**src/rtl/alu_datapath.sv**
```systemverilog
`default_nettype none
// ---------------------------------------------------------------------------
// Module  : alu_datapath
// Brief   : Operand/result datapath with single-cycle ALU and iterative mod-3
// Rev     : 1.0  initial release
// ---------------------------------------------------------------------------
module alu_datapath #(
  parameter int WIDTH = 8
) (
  input  logic             clk,
  input  logic             rst_n,
  input  logic [WIDTH-1:0] din,
  input  logic [1:0]       reg_ctrl,
  input  logic [3:0]       func,
  output logic [WIDTH-1:0] result,
  output logic             overflow,
  output logic             neg,
  output logic             busy,
  output logic             valid
);

  localparam int              CW       = $clog2(WIDTH);
  localparam logic [3:0]      C_F_MODS = 4'b1001;
  localparam logic [WIDTH-1:0] C_THREE = WIDTH'(3);
  localparam logic [WIDTH-1:0] C_ONE   = WIDTH'(1);
  localparam logic [WIDTH:0]  C_THREE_X = (WIDTH+1)'(3);

  typedef enum logic [0:0] {CALC = 1'b0, MOD = 1'b1} state_t;

  state_t           r_state;
  logic [WIDTH-1:0] r_a, r_b, r_m;
  logic [3:0]       r_func;
  logic [CW-1:0]    r_cnt;
  logic             r_aneg, r_restart;

  logic             w_change, w_func_mod, w_new_mod;
  logic [WIDTH:0]   w_sum, w_diff, w_sub;
  logic [WIDTH-1:0] w_res, w_mag, w_modres;
  logic             w_ov, w_neg;
  logic [CW-1:0]    w_k;

  assign w_change   = reg_ctrl[0] | reg_ctrl[1] | (func != r_func);
  assign w_func_mod = (r_func[3:1] == 3'b100);
  assign w_new_mod  = (func[3:1] == 3'b100);

  assign w_sum  = {1'b0, r_a} + {1'b0, r_b};
  assign w_diff = {1'b0, r_a} - {1'b0, r_b};

  // |A| in unsigned WIDTH bits, so the most negative value maps to 2^(WIDTH-1)
  assign w_mag    = (r_func == C_F_MODS && r_a[WIDTH-1]) ? (~r_a + C_ONE) : r_a;
  assign w_k      = r_cnt - CW'(1);
  assign w_sub    = C_THREE_X << w_k;
  assign w_modres = (r_aneg && (r_m != '0)) ? (C_THREE - r_m) : r_m;

  always_comb begin
    w_res = '0;
    w_ov  = 1'b0;
    w_neg = 1'b0;
    case (r_func)
      4'b0000: begin
        w_res = w_sum[WIDTH-1:0];
        w_ov  = w_sum[WIDTH];
      end
      4'b0001: begin
        w_res = w_diff[WIDTH-1:0];
        w_ov  = w_diff[WIDTH];
      end
      4'b0010: begin
        w_res = w_sum[WIDTH-1:0];
        w_ov  = (r_a[WIDTH-1] == r_b[WIDTH-1]) && (w_sum[WIDTH-1] != r_a[WIDTH-1]);
        w_neg = w_sum[WIDTH-1];
      end
      4'b0011: begin
        w_res = w_diff[WIDTH-1:0];
        w_ov  = (r_a[WIDTH-1] != r_b[WIDTH-1]) && (w_diff[WIDTH-1] != r_a[WIDTH-1]);
        w_neg = w_diff[WIDTH-1];
      end
      4'b0100: w_res = r_a & r_b;
      4'b0101: w_res = r_a | r_b;
      4'b0110: w_res = r_a ^ r_b;
      4'b0111: w_res = r_a;
      default: w_res = '0;
    endcase
  end

  always_ff @(posedge clk) begin
    if (!rst_n) begin
      r_state   <= CALC;
      r_a       <= '0;
      r_b       <= '0;
      r_func    <= '0;
      r_m       <= '0;
      r_cnt     <= '0;
      r_aneg    <= 1'b0;
      r_restart <= 1'b0;
      result    <= '0;
      overflow  <= 1'b0;
      neg       <= 1'b0;
      busy      <= 1'b0;
      valid     <= 1'b0;
    end else begin
      if (reg_ctrl[0]) r_a <= din;
      if (reg_ctrl[1]) r_b <= din;
      r_func <= func;

      case (r_state)
        CALC: begin
          if (w_change) begin
            valid <= 1'b0;
          end else if (w_func_mod) begin
            // valid low with a mod function selected means an evaluation is owed
            if (!valid) begin
              r_m     <= w_mag;
              r_aneg  <= (r_func == C_F_MODS) && r_a[WIDTH-1];
              r_cnt   <= CW'(WIDTH-1);
              busy    <= 1'b1;
              r_state <= MOD;
            end
          end else begin
            result   <= w_res;
            overflow <= w_ov;
            neg      <= w_neg;
            valid    <= 1'b1;
          end
        end
        MOD: begin
          if (w_change) begin
            if (w_new_mod) begin
              r_restart <= 1'b1;
            end else begin
              r_restart <= 1'b0;
              busy      <= 1'b0;
              r_state   <= CALC;
            end
          end else if (r_restart) begin
            r_restart <= 1'b0;
            r_m       <= w_mag;
            r_aneg    <= (r_func == C_F_MODS) && r_a[WIDTH-1];
            r_cnt     <= CW'(WIDTH-1);
          end else if (r_cnt != '0) begin
            if ({1'b0, r_m} >= w_sub) r_m <= r_m - w_sub[WIDTH-1:0];
            r_cnt <= w_k;
          end else begin
            result   <= w_modres;
            overflow <= 1'b0;
            neg      <= 1'b0;
            valid    <= 1'b1;
            busy     <= 1'b0;
            r_state  <= CALC;
          end
        end
        default: r_state <= CALC;
      endcase
    end
  end

endmodule
`default_nettype wire
```
**config.mk**
```make
export PLATFORM = sky130hd
export DESIGN_NAME = alu_datapath
export DESIGN_NICKNAME = d
export VERILOG_FILES = /design/src/rtl/alu_datapath.sv
export SDC_FILE = /design/constraint.sdc
export NUM_CORES = 1
export LEC_CHECK = 0
export BUFFER_PORTS_ARGS = -buffer_cell sky130_fd_sc_hd__clkbuf_2
export CORE_ASPECT_RATIO = 1.1
export CORE_MARGIN = 8
export CORE_UTILIZATION = 46
export DETAILED_ROUTE_END_ITERATION = 10
export PLACE_DENSITY = 0.6
export REMOVE_ABC_BUFFERS = 1
export SLEW_MARGIN = 20
export SYNTH_ARGS = -nofsm -noshare
export SYNTH_HDL_FRONTEND = slang
export SYNTH_SLANG_ARGS = --single-unit
```
**constraint.sdc**
```tcl
create_clock -name clk -period 4 [get_ports clk]
set_clock_uncertainty 0.15 [all_clocks]
set_input_delay 0.2 -clock clk [delete_from_list [all_inputs] [get_ports clk]]
set_output_delay 0.2 -clock clk [all_outputs]
set_load 0.05 [all_outputs]
```
==> summary.txt <==
Synth area leaders -> dfxtp_1 (23%), ha_1 (12%), mux2i_1 (6.3%)
fmax -> 322 MHz
setup slack after layout -> 0.898 ns
Layout Nets -> 574
crit start category -> flip-flop
vias in the first global route -> 3,515
Final ANT Viol Nets -> 0
CTS tree -> built
Core ar. -> 8360 µm²
post-route total power -> 1.11 mW
cts repair resizes -> 0
Max-Cap Viols -> 0
initial antenna violation count -> 0
Die Ht -> 113 µm
Synth area leader -> dfxtp_1
Setup CP Type -> reg -> reg
largest net degree at the start of global routing -> 30
port bufs -> 27
Synth Instances -> 497
first-pass GRT wire length -> 17,700 µm
Max transition margin -> 30.4%
Starting Density -> 47.4%
CP Capture Type -> flip-flop
Root Driver -> clkbuf_8
top cell type's share of synthesized area -> 23.2%
CTS Buffer Depth -> 2
Final TNS setup -> 0 ns
Detail Placement HPWL -> 8030 µm
Cell Rows -> 35
VDD IR max -> 0.190 mV
Power Density -> 254 nW/µm²
Syn Std Cell Area -> 3970 µm²
Layout area overhead -> 9.99%
routed vias -> 3,625
syn_area_per_cell -> 7.99 µm²
sequential area share after synthesis -> 23.2%
unrepaired setup endpoints after global routing -> false
DR vias/cell -> 5.75
status -> finished clean
critical path fanouts, max -> 6
gr usage total -> 18.1%
Critical Path RT -> 4.11 ns
share of cells above drive strength 1 -> 10.0%
ys flop type -> dfxtp_1
clock-pin slew on the worst setup and hold paths -> 0.10 ns
die area -> 11,900 µm²
H-tree level count -> 2
hold_buf cts -> 12
clock latency on the worst-skew pair -> 0.31 ns
number of flops mapped to enable cells by yosys -> 0
#FFs+latches synth -> 46
antenna cells -> 0
fin crit share -> 77.6%
Leak -> 1.83 nW
Yosys warning count -> 0
total grt overflow -> 0
Ports -> 28
Hold Path Class -> in -> reg
CTS Sinks -> 46
Arr. time, crit path -> 3.21 ns
Starting DRT DRC Count -> 280
wire length per cell -> 16.8 µm
post-layout min period -> 3.10 ns
cts bufs inserted -> 5
Slew @ Worst Pin -> 1.04 ns
drt first pass iters -> 5
Setup Viol. Count Final -> 0
async set or reset register ratio after synthesis -> 0%
Final GP Congestion -> 0.935
DRC -> 0
Die X -> 105 µm
Place WS -> 0.929 ns
Final Hold Fails -> 0
Post-CTS Setup Inserts -> 0
Netlist cell types -> 72
final WL -> 10,600 µm
Final Max Slew Viols -> 0
## cells in the final DEF, fill, tap and decap left out, types with 3 or more instances in the layout
cell type and n:
a21o_1 4, and3_1 4, nor3_1 7, o211ai_1 4, dlygate4sd3_1 12, fa_1 3
inv_1 34, dfxtp_1 46, a21oi_1 34, ha_1 37, and2_1 7, nand3_1 14
a221oi_1 5, o21a_1 4, o21ai_0 28, a311oi_1 3, nor2_1 58, xor2_1 8
a211o_1 3, nor2b_1 6, nand2b_1 9, a31oi_1 6, o2111ai_1 3, clkbuf_2 27
clkbuf_8 5, mux2i_1 25, or3_1 8, nand2_1 30, xnor2_1 13, nand4_1 5
o31ai_1 7, a211oi_1 6, a22o_1 3
## flip-flops by register name, summed over array words and instances (netlist names)
signal,cells
r_func,4
result,8
r_b,8
r_cnt,3
neg,1
valid,1
busy,1
r_a,8
overflow,1
r_restart,1
r_m,8
r_aneg,1
r_state,1
## power breakdown
part / leakage (nW) / switching [mW] / internal (mW)
clock network: 0.0504 / 0.184 / 0.186
logic: 1.40 / 0.144 / 0.0986
registers: 0.375 / 0.0243 / 0.471
total: 1.83 / 0.352 / 0.756
## cell usage after synthesis (all sizes together), types with 5 or more instances
cell / instances
a211oi: 7
a21oi: 34
a221oi: 5
a31oi: 6
and2: 8
buf: 10
clkbuf: 17
dfxtp: 46
ha: 37
inv: 34
mux2i: 25
nand2: 31
nand2b: 9
nand3: 14
nand4: 5
nor2: 58
nor2b: 6
nor3: 9
o211ai: 5
o21ai: 31
o31ai: 7
or3: 8
xnor2: 13
xor2: 8
## layer usage
layer	global-route usage, %	wire [µm]
met2	31.1	5170
met3	2.48	378
met4	6.47	270
met5	0	0
met1	22.5	4800
## worst max-delay path, cell delays in order (launching register included)
cell and delay (ns):
dfxtp_1 0.39, inv_1 0.11, ha_1 0.40, xor2_1 0.20, nand2_1 0.09, ha_1 0.35
and2_1 0.20, a311o_1 0.34, a2bb2oi_1 0.30, a211o_1 0.27, and3_1 0.17, a31o_1 0.09
## cells by family after synthesis
| kind of cell | synth area share, % |
|---|---|
| compound gates | 23.5 |
| xor+xnor | 4.63 |
| fa+ha+maj | 13.2 |
| buf+inv | 6.40 |
| flops | 23.2 |
| mux | 7.72 |
| simple gates | 21.4 |
## stage by stage
step | cell area (µm²) | cells | util (%) | hold slack, ns
floorplan | 3840 | 470 | - | 0.172
global placement | 4130 | 610 | 49.4 | 0.297
detailed placement | 4130 | 610 | 49.4 | 0.297
CTS | 4370 | 630 | 52.2 | 0.262
global route | 4370 | 630 | 52.2 | 0.271
finish | 4370 | 630 | 52.2 | 0.242
## final cells by class
cell class	count	area, µm²
multi-input combinational	390	2790
clock buffer	5	68.8
fill	846	4000
inverter	34	128
clock inverter	3	45.0
timing repair buffer	41	270
sequential	46	921
tap	111	139
## path summary, 6_finish.rpt
| path | start | endpoint | slack (ns) | depth (start not counted) |
|---|---|---|---|---|
| hold / removal | reg_ctrl[0] | r_a[6] | 0.24 | 3 |
| hold reg to reg | neg | neg | 0.35 | 2 |
| setup reg to reg | r_cnt[0] | r_m[5] | 0.90 | 11 |
| setup / recovery | r_cnt[0] | r_m[5] | 0.90 | 11 |
No activity file was read; power rests on OpenSTA's default activity.
